`src/rtl/seg7_pkg.sv`:
```
// Shared constants for the seven-segment scan driver: segment width, hex glyph
// table (active-high, bit0=a .. bit6=g), blank code and a polarity helper.
package seg7_pkg;

    localparam int SEG7_W = 7;

    // Index 15 first so that GLYPH_TABLE[n] is the glyph for nibble n.
    localparam logic [15:0][SEG7_W-1:0] GLYPH_TABLE = {
        7'h71, 7'h79, 7'h5E, 7'h39,   // F E d C
        7'h7C, 7'h77, 7'h6F, 7'h7F,   // b A 9 8
        7'h07, 7'h7D, 7'h6D, 7'h66,   // 7 6 5 4
        7'h4F, 7'h5B, 7'h06, 7'h3F    // 3 2 1 0
    };

    localparam logic [SEG7_W-1:0] BLANK_GLYPH = 7'h00;

    function automatic logic [SEG7_W-1:0] apply_polarity(
        input logic [SEG7_W-1:0] glyph,
        input bit                active_low
    );
        if (active_low) begin
            return ~glyph;
        end else begin
            return glyph;
        end
    endfunction

endpackage

```
`src/rtl/hex_to_seg7.sv`:
```
// Combinational hex nibble to active-high seven-segment glyph lookup.
module hex_to_seg7
    import seg7_pkg::*;
(
    input  logic [3:0]        nibble,
    output logic [SEG7_W-1:0] glyph
);

    // Table lookup; every nibble value has an entry.
    always_comb begin
        glyph = GLYPH_TABLE[nibble];
    end

endmodule

```
`src/rtl/seg7_scan_driver.sv`:
```
// Multiplexed hex display driver with frame-synchronous double-buffered updates.
// Optional leading-zero blanking is enabled by defining SEG7_LEADING_ZERO_BLANK_EN.
module seg7_scan_driver
    import seg7_pkg::*;
#(
    parameter int DIGITS         = 4,
    parameter int SCAN_DIV       = 50000,
    parameter bit SEG_ACTIVE_LOW = 1'b1
) (
    input  logic                clock,
    input  logic                reset,
    input  logic                load,
    input  logic [4*DIGITS-1:0] value,
    output logic [SEG7_W-1:0]   seg,
    output logic [DIGITS-1:0]   dig_en,
    output logic                pending,
    output logic                frame_done
);

    localparam int IDX_W = (DIGITS > 1) ? $clog2(DIGITS) : 1;
    localparam int CNT_W = $clog2(SCAN_DIV);
    localparam logic [IDX_W-1:0] IDX_LAST = IDX_W'(DIGITS - 1);
    localparam logic [CNT_W-1:0] CNT_LAST = CNT_W'(SCAN_DIV - 1);
    localparam logic [SEG7_W-1:0] SEG_BLANK_OUT = apply_polarity(BLANK_GLYPH, SEG_ACTIVE_LOW);

    logic [CNT_W-1:0]    cnt_r;
    logic [IDX_W-1:0]    idx_r;
    logic [4*DIGITS-1:0] shadow_r;
    logic [4*DIGITS-1:0] display_r;
    logic                pending_r;
    logic                frame_done_r;
    logic [SEG7_W-1:0]   seg_r;
    logic [DIGITS-1:0]   dig_en_r;

    logic                cnt_wrap_s;
    logic                boundary_s;
    logic [4*DIGITS-1:0] disp_shift_s;
    logic [3:0]          nibble_s;
    logic [SEG7_W-1:0]   glyph_s;
    logic [SEG7_W-1:0]   glyph_vis_s;
    logic                blank_s;

    // Scan position decode: end of digit slot and end of frame.
    always_comb begin
        cnt_wrap_s   = (cnt_r == CNT_LAST);
        boundary_s   = cnt_wrap_s && (idx_r == IDX_LAST);
        disp_shift_s = display_r >> {idx_r, 2'b00};
        nibble_s     = disp_shift_s[3:0];
    end

    hex_to_seg7 u_hex_to_seg7 (
        .nibble (nibble_s),
        .glyph  (glyph_s)
    );

`ifdef SEG7_LEADING_ZERO_BLANK_EN
    logic [DIGITS-1:0] upper_zero_s;
    logic [DIGITS-1:0] upper_zero_shift_s;

    // upper_zero_s[k]: nibble k and everything above it are zero.
    always_comb begin
        upper_zero_s = {DIGITS{1'b0}};
        for (int k = 0; k < DIGITS; k++) begin
            upper_zero_s[k] = ((display_r >> (4 * k)) == {(4*DIGITS){1'b0}});
        end
        upper_zero_shift_s = upper_zero_s >> idx_r;
        blank_s = (idx_r != {IDX_W{1'b0}}) && upper_zero_shift_s[0];
    end
`else
    // Every digit is shown, zeros included.
    always_comb begin
        blank_s = 1'b0;
    end
`endif

    // Final glyph selection before polarity is applied.
    always_comb begin
        if (blank_s) begin
            glyph_vis_s = BLANK_GLYPH;
        end else begin
            glyph_vis_s = glyph_s;
        end
    end

    // Divider and digit index.
    always_ff @(posedge clock) begin
        if (!reset) begin
            cnt_r <= {CNT_W{1'b0}};
            idx_r <= {IDX_W{1'b0}};
        end else if (cnt_wrap_s) begin
            cnt_r <= {CNT_W{1'b0}};
            if (idx_r == IDX_LAST) begin
                idx_r <= {IDX_W{1'b0}};
            end else begin
                idx_r <= idx_r + IDX_W'(1);
            end
        end else begin
            cnt_r <= cnt_r + CNT_W'(1);
        end
    end

    // Shadow/display double buffer; display only changes at a frame boundary.
    always_ff @(posedge clock) begin
        if (!reset) begin
            shadow_r  <= {(4*DIGITS){1'b0}};
            display_r <= {(4*DIGITS){1'b0}};
            pending_r <= 1'b0;
        end else begin
            if (boundary_s && pending_r) begin
                display_r <= shadow_r;
            end
            if (load) begin
                shadow_r  <= value;
                pending_r <= 1'b1;
            end else if (boundary_s) begin
                pending_r <= 1'b0;
            end
        end
    end

    // Registered display outputs and frame pulse.
    always_ff @(posedge clock) begin
        if (!reset) begin
            seg_r        <= SEG_BLANK_OUT;
            dig_en_r     <= {DIGITS{1'b0}};
            frame_done_r <= 1'b0;
        end else begin
            seg_r        <= apply_polarity(glyph_vis_s, SEG_ACTIVE_LOW);
            dig_en_r     <= DIGITS'(1) << idx_r;
            frame_done_r <= boundary_s;
        end
    end

    assign seg        = seg_r;
    assign dig_en     = dig_en_r;
    assign pending    = pending_r;
    assign frame_done = frame_done_r;

endmodule

```
`config.mk`:
```
export PLATFORM = sky130hd
export DESIGN_NAME = seg7_scan_driver
export DESIGN_NICKNAME = d
export VERILOG_FILES = /design/src/rtl/seg7_pkg.sv /design/src/rtl/hex_to_seg7.sv /design/src/rtl/seg7_scan_driver.sv
export SDC_FILE = /design/constraint.sdc
export NUM_CORES = 1
export LEC_CHECK = 0
export CORE_MARGIN = 2
export CORE_UTILIZATION = 59
export CTS_CLUSTER_DIAMETER = 200
export CTS_CLUSTER_SIZE = 40
export DETAILED_ROUTE_END_ITERATION = 8
export HOLD_SLACK_MARGIN = 0.06
export PLACE_DENSITY = 0.8
export SYNTH_ARGS = -nofsm -noshare
export SYNTH_HDL_FRONTEND = slang
export SYNTH_SLANG_ARGS = --single-unit
```
`constraint.sdc`:
```
create_clock -name clock -period 3.2 [get_ports clock]
set_clock_uncertainty 0.1 [all_clocks]
set_input_delay 0.8 -clock clock [delete_from_list [all_inputs] [get_ports clock]]
set_output_delay 0.8 -clock clock [all_outputs]
set_load 0.01 [all_outputs]
```
==> results.yml <==
placed_design:
  placed_cells: 348
  place_area_um2: 3070
  routabilityCongestion: 0.817
  numPortBuffers: 31
  dpl.hpwl_um: 3300
detailed_routing:
  wirelength_um: 5000
  via_count: 2066
  dr.pass1.iters: 4
  drc: 0
  dr.first_iter.drc_count: 88
  antenna_left: 0
  wl_per_cell_um: 13.7
  viasPerCell: 5.68
sta:
  rsz0062_at_grt: "no"
  fin_crit_ns: 2.25
  finalHoldViolCount: 0
  slew-limit-headroom_pct: 61.1
  setup_viol: 0
  min_period_over_period_pct: 70.4
  slew_viol_final: 0
  tightest_slew_ns: 0.580
  setup_tns_ns: 0
  clock.fmax_ghz: 0.444
clock_tree:
  ctsResizeCount: 0
  clkSinkCount: 63
  cts_tree: "done"
  cts.path.max_buffers: 2
  cts_root_buf: "clkbuf_8"
  clk_pin_slew_ns: 0.07
  cts_max_level: 3
  clock_latency_ns: 0.34
  numCtsBuffers: 9
  cts_setup_buffers: 0
  ctsHoldBuffers: 0
finish:
  fin_area_um2: 3270
  fin_cells: 364
  nNetsFinal: 334
  area_growth_pct: 18.7
  final_util_pct: 74.1
  diodes: 0
  drive_above_1_share_pct: 9.29
run_status:
  status: "complete, no violations"
synthesis:
  synth_mux_area_share_pct: 11.0
  synth_compound_area_share_pct: 11.4
  syn_inst: 282
  ys_warn_count: 0
  synth_area_um2: 2760
  ys_types: 40
  ys_seq_elements: 63
  synth_top_family_by_area: "simple AND/OR/NAND/NOR gates"
  syn_avg_cell_area_um2: 9.77
  synth_nets: 309
  synthAdderAreaFrac_pct: 3.63
  synth-xor-area-share_pct: 3.50
  ys_seq_area_share_pct: 45.8
  synthSimpleGateAreaFrac_pct: 20.8
grt:
  grt_use_total_pct: 21.6
  grt_max_degree: 52
  overflow: 0
  grt_use_met2_pct: 34.8
  grt_pass1_wl_um: 8780
  antenna_found_initial: 0
  top_usage_layer: "met2"
  grt_pass1_vias: 1991
  met1_usage_pct: 27.0
  met3_usage_pct: 8.33
critical_path:
  cp_slowest_cell: "nor4_4"
  end_kind: "flop"
  cp_num_buf_inv: 1
  cp-start-kind: "flop"
  crit_top_cell: "nand3_1"
  worst-setup-path-type: "reg -> reg"
  max_stage_delay_ns: 0.61
  crit_chain: "ha_1, nand3_1, nor4_4, buf_4, nand3_1, a21boi_0"
  required_ns: 3.37
  critPathTopFamily: "simple AND/OR/NAND/NOR gates"
  critical_path_arrival_ns: 2.42
  r2r_slack_ns: 0.95
  cp_max_fo: 10
power:
  worst_ir_drop_vdd_uv: 335
  p_total_w: 0.00160
  p_leak_nw: 1.20
  p_per_area_nw_per_um2: 489
floorplan:
  rows: 24
  start_util_pct: 62.4
  die_area_um2: 5230
  die_w_um: 72.4
  pin_count: 32
  die_y_um: 72.4
  coreArea_um2: 4410
hold_path:
  hp-class: "reg -> reg"
flow_run:
  max-cap-violations: 0
## cells in the mapped netlist (all sizes together)
cell,count,area (um^2)
a21boi,19,143
a21oi,4,20.0
a31oi,1,6.26
and2,3,18.8
and3,6,37.5
and4,5,43.8
buf,3,23.8
clkbuf,17,65.1
dfxtp,63,1260
ha,8,100
inv,5,18.8
mux2,2,22.5
mux2i,19,190
mux4,4,90.1
nand2,12,47.6
nand2b,2,12.5
nand3,25,125
nand4,5,31.3
nor2,15,56.3
nor2b,16,100
nor3b,2,15.0
nor4,2,27.5
o211ai,2,15.0
o21a,1,7.51
o21ai,20,100
o221ai,1,8.76
o22ai,1,6.26
o311ai,1,8.76
or3,4,25.0
or4,2,18.8
or4b,1,13.8
xnor2,3,26.3
xor2,8,70.1
## tightest hold or removal path, delay by kind of cell (launching register included)
kind / cells / cell delay (ns)
flip-flops: 1 / 0.31
AND/OR/NAND/NOR: 1 / 0.06
AO/OA/AOI/OAI: 1 / 0.06
## final timing paths
| check | end | from | cells past startpoint |
|---|---|---|---|
| min reg2reg | display_r[4] | shadow_r[4] | 2 |
| min | display_r[4] | shadow_r[4] | 2 |
| max reg2reg | display_r[7] | cnt_r[0] | 6 |
| max | display_r[7] | cnt_r[0] | 6 |
## where the power goes
part	internal (W)	leakage (nW)	switching (W)	total (W)
Combinational	0.0000529	0.587	0.0000329	0.0000858
Clock	0.000383	0.0947	0.000316	0.000699
Sequential	0.000805	0.514	0.0000123	0.000817
Total	0.00124	1.20	0.000361	0.00160
## layer usage
| layer | routed length, um | vias up |
|---|---|---|
| met5 | 0 | - |
| met4 | 71 | 0 |
| met3 | 264 | 8 |
| met2 | 2250 | 58 |
| met1 | 2410 | 954 |
| li1 | - | 1046 |
## stage by stage
step	hold slack, ns	setup WS, ns
floorplan	0.326	1.09
global placement	0.341	0.952
detailed placement	0.356	0.931
CTS	0.383	0.969
global route	0.408	0.721
finish	0.380	0.947
## state kept, by name, indices dropped and copies added (netlist names)
signal      count
cnt_r          16
dig_en          4
seg             7
display_r      16
shadow_r       16
frame_done      1
idx_r           2
pending         1
## area by class of cell
class	instances	area, um^2
multi-input combinational	194	1390
sequential	63	1260
fill	339	1140
timing repair buffer	34	333
clock buffer	10	138
clock inverter	6	70.1
tap	52	65.1
inverter	5	18.8
## cell usage in the layout, fill, tap and decap left out, drive strengths merged, types with 3 or more instances in the layout
cell type	instances
and4	5
dfxtp	63
clkdlybuf4s50	31
clkbuf	10
a21boi	19
mux2i	19
and2	3
ha	8
xnor2	3
inv	5
buf	3
or3	4
mux4	4
nor2b	16
a21oi	4
clkinvlp	3
nor2	15
and3	6
xor2	8
nand4	5
o21ai	20
nand2	12
nand3	25
## cell families after synthesis
| logic type | count (synthesis) |
|---|---|
| buf+inv | 25 |
| mux | 25 |
| xor+xnor | 11 |
| simple gates | 100 |
| compound gates | 50 |
| fa+ha+maj | 8 |
| flops | 63 |
Note: power is estimated with default switching activity, not from simulation.
